### config.mk
export PLATFORM = sky130hd
export DESIGN_NAME = plcpu_fetch
export DESIGN_NICKNAME = d
export VERILOG_FILES = /design/src/rtl/plcpu_fetch_pkg.sv /design/src/rtl/plcpu_fetch_queue.sv /design/src/rtl/plcpu_fetch.sv
export SDC_FILE = /design/constraint.sdc
export NUM_CORES = 1
export LEC_CHECK = 0
export CAP_MARGIN = 20
export CELL_PAD_IN_SITES_DETAIL_PLACEMENT = 1
export CELL_PAD_IN_SITES_GLOBAL_PLACEMENT = 1
export CORE_ASPECT_RATIO = 0.5
export CORE_MARGIN = 8
export CORE_UTILIZATION = 44
export CTS_CLUSTER_SIZE = 40
export DETAILED_ROUTE_END_ITERATION = 7
export PLACE_DENSITY_LB_ADDON = 0.25
export SYNTH_ARGS = -nofsm -noshare
export SYNTH_HDL_FRONTEND = slang
export SYNTH_HIERARCHICAL = 1
export SYNTH_SLANG_ARGS = --single-unit
### constraint.sdc
create_clock -name clk -period 2.4 [get_ports clk]
set_input_delay 0.48 -clock clk [delete_from_list [all_inputs] [get_ports clk]]
set_output_delay 0.48 -clock clk [all_outputs]
set_load 0.03 [all_outputs]
### src/rtl/plcpu_fetch_pkg.sv
// plcpu_fetch_pkg: shared constants and queue entry type for the fetch front end
package plcpu_fetch_pkg;
  localparam logic [31:0] NOP_INSTR = 32'h0000_0013;
  localparam logic [31:0] DEF_RESET_PC = 32'h0000_0084;
  typedef struct packed {
    logic [31:0] pc;
    logic [31:0] instr;
    logic        misalign;
  } fetch_entry_t;
endpackage

### src/rtl/plcpu_fetch_queue.sv
// plcpu_fetch_queue: DEPTH-entry FIFO of fetch entries with sync flush (flush beats push)
module plcpu_fetch_queue
  import plcpu_fetch_pkg::*;
#(
  parameter int DEPTH = 2,
  localparam int PW = DEPTH > 1 ? $clog2(DEPTH) : 1,
  localparam int CW = $clog2(DEPTH + 1)
) (
  input  logic         clk,
  input  logic         rst,
  input  logic         flush,
  input  logic         push,
  input  logic         pop,
  input  fetch_entry_t din,
  output fetch_entry_t dout,
  output logic [CW-1:0] count
);
  fetch_entry_t mem [DEPTH];
  logic [PW-1:0] rp, wp;
  function automatic logic [PW-1:0] nxt(input logic [PW-1:0] p);
    return p == PW'(DEPTH - 1) ? '0 : p + 1'b1;
  endfunction
  // pointer, occupancy and storage update; storage cleared on reset so the head reads zero
  always_ff @(posedge clk or negedge rst) begin
    if (!rst) begin
      rp <= '0;
      wp <= '0;
      count <= '0;
      for (int i = 0; i < DEPTH; i++) mem[i] <= '0;
    end else if (flush) begin
      rp <= '0;
      wp <= '0;
      count <= '0;
    end else begin
      if (push) begin
        mem[wp] <= din;
        wp <= nxt(wp);
      end
      if (pop) rp <= nxt(rp);
      count <= count + CW'(push) - CW'(pop);
    end
  end
  assign dout = mem[rp];
endmodule

### src/rtl/plcpu_fetch.sv
// plcpu_fetch: PC owner, imem request issue and decode-facing queue; IF_MISALIGN_CHK_EN enables misaligned-redirect trapping
module plcpu_fetch
  import plcpu_fetch_pkg::*;
#(
  parameter int          IMEM_WORDS = 1024,
  parameter logic [31:0] RESET_PC   = DEF_RESET_PC,
  parameter int          QDEPTH     = 2,
  localparam int AW = $clog2(IMEM_WORDS)
) (
  input  logic          clk,
  input  logic          rst,
  output logic          imem_en,
  output logic [AW-1:0] imem_addr,
  input  logic [31:0]   imem_rdata,
  input  logic          redirect_valid,
  input  logic [31:0]   redirect_pc,
  output logic          id_valid,
  input  logic          id_ready,
  output logic [31:0]   id_instr,
  output logic [31:0]   id_pc,
  output logic          id_misalign
);
  localparam int CW = $clog2(QDEPTH + 1);
  logic [31:0] pc_q, inflight_pc_q, tgt;
  logic inflight_q, halt_q, pend_q, mis, pop, push;
  logic [CW-1:0] count;
  fetch_entry_t head, wentry;
`ifdef IF_MISALIGN_CHK_EN
  assign tgt = redirect_pc;
  assign mis = redirect_pc[1:0] != 2'b00;
`else
  assign tgt = redirect_pc & ~32'h3;
  assign mis = 1'b0;
`endif
  // issue only when the queue plus the outstanding read leaves room after this cycle's pop
  always_comb begin
    pop = id_valid & id_ready;
    imem_en = rst & ~redirect_valid & ~halt_q & ((int'(count) + int'(inflight_q)) < (QDEPTH + int'(pop)));
    push = pend_q | inflight_q;
    wentry = pend_q ? fetch_entry_t'{pc: pc_q, instr: NOP_INSTR, misalign: 1'b1}
                    : fetch_entry_t'{pc: inflight_pc_q, instr: imem_rdata, misalign: 1'b0};
  end
  // PC, in-flight tracking and misaligned-redirect halt; redirect discards the outstanding read
  always_ff @(posedge clk or negedge rst) begin
    if (!rst) begin
      pc_q <= RESET_PC;
      inflight_q <= 1'b0;
      inflight_pc_q <= '0;
      halt_q <= 1'b0;
      pend_q <= 1'b0;
    end else if (redirect_valid) begin
      pc_q <= tgt;
      inflight_q <= 1'b0;
      halt_q <= mis;
      pend_q <= mis;
    end else begin
      pend_q <= 1'b0;
      inflight_q <= imem_en;
      if (imem_en) begin
        pc_q <= pc_q + 32'd4;
        inflight_pc_q <= pc_q;
      end
    end
  end
  plcpu_fetch_queue #(.DEPTH(QDEPTH)) u_queue (
    .clk  (clk),
    .rst  (rst),
    .flush(redirect_valid),
    .push (push),
    .pop  (pop),
    .din  (wentry),
    .dout (head),
    .count(count)
  );
  assign imem_addr = pc_q[AW+1:2];
  assign id_valid = count != '0;
  assign id_instr = head.instr;
  assign id_pc = head.pc;
  assign id_misalign = head.misalign;
endmodule

Yosys cells after proc, flatten, opt, wreduce, memory -nomap -nowiden
Index checks and enable logic that the tools add are counted.
{"block": "word_totals", "reg_bits": 199, "input_bits": 68, "out_inout_bits": 77, "wordCells": 52}
{"block": "classes", "n_addsub": 7, "order_cmp": 4, "mux": 16, "bitwise": 6, "reduce_logical": 7}
{"operator": "$mux W65", "count": 4}
{"operator": "$bwmux W130", "count": 1}
{"operator": "$demux W65 S1", "count": 1}
{"operator": "$mux W32", "count": 2}
{"operator": "$add A32 B3 Y32 const B", "count": 1}
{"operator": "$reduce_bool A2 Y1", "count": 4}
{"operator": "$mux W1", "count": 7}
{"operator": "$ge A2 B2 Y1 const B", "count": 2}
{"operator": "$not A1 Y2", "count": 2}
{"operator": "$reduce_and A2 Y1", "count": 2}
{"operator": "$add A2 B1 Y3", "count": 1}
{"operator": "$add A2 B1 Y3 const A", "count": 1}
{"operator": "$and A1 B1 Y1", "count": 3}
{"operator": "$lt A3 B3 Y1", "count": 1}
{"operator": "$add A1 B1 Y1 const B", "count": 2}
{"operator": "$add A2 B1 Y2", "count": 1}
{"operator": "$lt A2 B1 Y1 const B", "count": 1}
{"operator": "$mux W2", "count": 1}
{"operator": "$sub A2 B1 Y2", "count": 1}
{"operator": "$logic_and A1 B1 Y1", "count": 1}
{"operator": "$not A1 Y1", "count": 1}

Logic depth before layout (Yosys ltp)
Gate-level depths: netlist of the first run.
{"block": "logic_depth", "word_depth": 7, "mapped_depth": 9, "depth_no_buf": 7}

Hierarchy
The synthesis of the first run kept the hierarchy.
{"mod": "plcpu_fetch_queue", "n_inst": 1, "cells_each": 363, "area_each_um2": 6023.3, "seq_area_each_um2": 3353.2}
{"mod": "plcpu_fetch", "n_inst": 1, "cells_each": 287, "area_each_um2": 3115.5, "seq_area_each_um2": 1529.0}

Worst setup path after synthesis of the first run
OpenSTA, ideal clock, no wires.
{"block": "synth_timing", "path_type": "register to output", "from": "register inflight_q", "to": "output port imem_en", "t_arrival_ps": 1714, "t_required_ps": 1920, "slack_ps": 206, "path_stages_with_launch": 7, "path_buffers": 1, "cell_sequence": "dfrtp_1 > ha_1 > ha_1 > o21ai_1 > nand3_1 > buf_2 > inv_1"}
{"block": "synth_between", "elab_chain_cells": 3}
{"element": "from (decl)", "line_no": "plcpu_fetch.sv:25", "rtl": "logic inflight_q, halt_q, pend_q, mis, pop, push;"}
{"element": "from (signal assigned)", "line_no": "plcpu_fetch.sv:58", "rtl": "inflight_q <= imem_en;"}
{"element": "$add A2 B1 Y3", "line_no": "plcpu_fetch.sv:38", "rtl": "imem_en = rst & ~redirect_valid & ~halt_q & ((int'(count) + int'(inflight_q)) < (QDEPTH + int'(pop)));"}
{"element": "$lt A3 B3 Y1", "line_no": "plcpu_fetch.sv:38"}
{"element": "$and A1 B1 Y1", "line_no": "plcpu_fetch.sv:38"}
{"element": "to (decl)", "line_no": "plcpu_fetch.sv:12", "rtl": "output logic imem_en,"}
No other way between the ends.

Final worst setup path of the first run
{"block": "layout_timing", "from": "register u_queue.rp", "to": "output port id_instr[31]"}
{"block": "layout_between", "elab_chain_cells": 4}
{"element": "from (decl)", "line_no": "plcpu_fetch_queue.sv:19", "rtl": "logic [PW-1:0] rp, wp;"}
{"element": "from (signal assigned)", "line_no": "plcpu_fetch_queue.sv:39", "rtl": "if (pop) rp <= nxt(rp);"}
{"element": "$not A1 Y2 (implied by the code)", "line_no": "plcpu_fetch_queue.sv:43", "rtl": "assign dout = mem[rp];"}
{"element": "$mux W65 (implied by the code) (3 in series)", "line_no": "plcpu_fetch_queue.sv:43"}
{"element": "to (decl)", "line_no": "plcpu_fetch.sv:19", "rtl": "output logic [31:0] id_instr,"}
No other way between the ends. The select of a mux whose other input is x is not followed.

==> impl_metrics.tcl, run 1 <==
set metrics [dict create \
    run_status "completed" \
    vias_per_cell 5.21 \
    skew_final_ps 12.2 \
    synthesis.area_sq_mm 0.00914 \
    final.hold.worst_slack_ps 46.9 \
    initial_utilization 0.447 \
    timing.critical_path.from "u_queue/rp$_DFFE_PN0P_" \
    critical_path.cell_chain "buf_12 -> buf_16 -> mux2_2 -> dlygate4sd2_1" \
    cts.reportedPaths.clkPinSlew_ps 80 \
    maxClockFrequency_mhz 427 \
    power_leakage_nw 5.19 \
    finalWorstPathRequiredPeriod_ps 2340 \
    multi_input_area_sq_mm 0.00393 \
    remaining_drc_errors 0 \
    ant_nets 0 \
    grt_start_max_net_pins 174 \
    placeableCoreArea_sq_mm 0.0205 \
    type_of_the_worst_setup_path "register to primary output" \
    number_of_antenna_violations_at_the_first_check_in_global_routing 0 \
    cts_buffers 17 \
    async_reset_ff_frac 1.00 \
    layout.filler_cells 2073 \
    num_antenna_cells 0 \
    synth_sequential_area_ratio 0.534 \
    timing.critical_path.fanout_max 11 \
    route.detailed.wl_per_inst_um 20.9 \
    placement_rows 37 \
    htreeDepth 4 \
    insertion_delay_ps 450 \
    totalNegativeSetupSlack_ps 0 \
    report.final.slew_viol_count 0 \
    syn-instance-count 650 \
    yosys_register_bits 195 \
    io_pins 145 \
    final-hold-violation-count 0 \
    timing.critical_path.required_ps 1920 \
    area.sequential_sq_mm 0.00488 \
    critical_path.max_stage_delay_ps 450 \
    synth_warnings 6 \
    worstHoldPathType "input port to async pin" \
    final_core_utilization 0.558 \
    initial_drc_count 398 \
    die_h_um 118 \
    layout_worst_path_cycle_share 0.977 \
    horizontal_die_dimension_um 220 \
    dp_slack_ps 125 \
    cp_data_arrival_time_ps 1860 \
    via_count 5646 \
    drv_cap 0 \
    syn2layout_area_growth_pct 24.9 \
    cts_tree "yes" \
    drive_gt1_frac 0.341 \
    cp_num_buf_inv 3 \
    overall_overflow_remaining_after_global_route 0 \
    post_synth_edffs 0 \
    worstMarginPinSlew_ps 916 \
    avgSynthCellArea_sq_um 14.1 \
    max_stage_delay_cell_worst_path "dfrtp_2" \
    clkSinkCount 195 \
    drtPass1Iterations 4 \
    gp_congestion 0.758 \
    wirelength_um 22700 \
    power_density_mw_per_mm2 1290 \
    startpoint_type "register" \
    final.setup.worst_slack_ps 55.4 \
    grt.total_usage 0.180 \
    r2r-start "u_queue/count[0]$_DFF_PN0_" \
    slew_headroom 0.390 \
    cts.root.buffer_cell "clkbuf_16" \
    critPathCaptureType "primary output" \
    cts_hold_buffers 0 \
    first_pass_grt_wire_length_um 36700 \
    ys_types 45 \
    critical_path.top_delay_family "buffers and inverters" \
    die-area_sq_mm 0.0259 \
    nets 870 \
    post-dp-hpwl_um 14800 \
    clk_path_buf_depth 2 \
    buffer_ports.inserted 142 \
    setup_viol 0 \
    synth_ff_type "dfrtp_1" \
    vdd.ir_drop.worst_v 0.000433 \
    number_of_global_route_vias_before_repair 6422 \
]
==> sequential cells by signal, summed over array words and instances, names as in the netlist <==
register and flops:
u_queue/wp 1, inflight_q 1, u_queue/rp 1, pc_q 30
inflight_pc_q 30, u_queue/mem 130, u_queue/count 2
==> power breakdown <==
group | total, mW | internal [mW] | switching (mW)
Clock | 2.84 | 1.46 | 1.38
Sequential | 5.61 | 4.68 | 0.928
Combinational | 6.24 | 3.00 | 3.24
==> worst register-to-register path, stage by stage (launching register included) <==
cell and delay [ps]:
dfrtp_1 410, ha_1 190, ha_1 200, nor2b_2 160, buf_12 110, buf_4 210
nand4_1 130, buf_4 180, nor4_2 300, xnor2_1 160, o21ai_1 80
==> worst paths after layout <==
check | endpoint | slack [ps] | cells after the start
setup / recovery | id_instr[31] | 60 | 4
hold / removal | pc_q[25]$_DFFE_PN0P_ | 50 | 2
setup reg to reg | pc_q[28]$_DFFE_PN0P_ | 150 | 10
hold reg to reg | u_queue/mem[66]$_DFFE_PN0P_ | 480 | 1
max in group asynchronous | u_queue/mem[83]$_DFFE_PN0P_ | 1150 | 3
min in group clk | u_queue/wp$_DFFE_PN0P_ | 310 | 2
==> layout by cell type (no fill, tap or decap), drive strengths merged, types with 2 or more instances in the layout <==
cell,n
xor2,21
conb,6
dfrtp,193
inv,15
buf,33
nor4,6
mux2,225
nor2b,2
or3,2
and4,5
a31oi,2
dfstp,2
ha,5
clkdlybuf4s15,5
clkdlybuf4s50,74
dlygate4sd2,48
and3,5
clkinv,5
nand4,12
nand4b,6
xnor2,8
clkbuf,24
nand2,37
nor2,9
clkinvlp,2
nand3,15
o21ai,32
==> kinds of logic after synthesis <==
family / count (synthesis) / synth area share
adder cells (fa/ha/maj): 5 / 0.00685
XOR/XNOR: 30 / 0.0303
buffers and inverters: 53 / 0.0400
flip-flops: 195 / 0.534
multiplexers: 226 / 0.299
AND/OR/NAND/NOR: 105 / 0.0697
other: 1 / 0.000410
AO/OA/AOI/OAI: 35 / 0.0197
==> metal layers <==
layer  vias up  track usage  routed length, um
li1       2594            -                  -
met1      2954        0.244              10800
met2        78        0.290              10900
met3        20       0.0362                621
met4         0       0.0491                306
met5         -            0                  0
==> cell usage after synthesis, drive strengths merged, types with 2 or more instances <==
library cell | number | area [sq um]
and4 | 5 | 46.3
nor4 | 6 | 77.6
a31oi | 2 | 12.5
dlygate4sd1 | 2 | 17.5
buf | 35 | 278
xnor2 | 8 | 70.1
nand4 | 12 | 90.1
xor2 | 21 | 184
dfstp | 2 | 52.6
dfrtp | 193 | 4830
and3 | 5 | 35.0
clkbuf | 8 | 40.0
inv | 8 | 30.0
mux2 | 225 | 2720
ha | 5 | 62.6
nor2b | 2 | 12.5
nand4b | 6 | 52.6
nor2 | 9 | 33.8
or3 | 2 | 13.8
nand2 | 37 | 139
nand3 | 15 | 87.6
o21ai | 32 | 160
==> stage by stage <==
step                      area, sq um  instances  total power [mW]
final                           11400       1083              14.7
after global routing            11400       1083              15.5
after CTS                       11500       1082              14.9
after detailed placement        10800       1045              12.3
after global placement          10800       1045              12.0
after floorplan                  9160        655              9.68
==> cell type report <==
class,instances,area share
clock buffers,17,0.0373
clock inverters,15,0.0129
inverters,8,0.00263
multi-input cells,407,0.344
flip-flops and latches,195,0.428
well taps,273,0.0299
repair buffers,168,0.145
==> what timing repair did <==
action,CTS,global route
pin swaps,0,1
endpoints found under the setup margin,66,20
buffers inserted,3,1
gates cloned,2,0
gates resized for setup,92,24
Power figures use the tool's default switching activity.
==> inputs of run 2 (changes only) <==
--- a/config.mk
+++ b/config.mk
@@ -5,6 +5,7 @@
 export SDC_FILE = /design/constraint.sdc
 export NUM_CORES = 1
 export LEC_CHECK = 0
+export ABC_AREA = 0
 export CAP_MARGIN = 20
 export CELL_PAD_IN_SITES_DETAIL_PLACEMENT = 1
 export CELL_PAD_IN_SITES_GLOBAL_PLACEMENT = 1
==> results of run 2 <==
The final DEF is identical to that of run 1; final timing and power are the same.
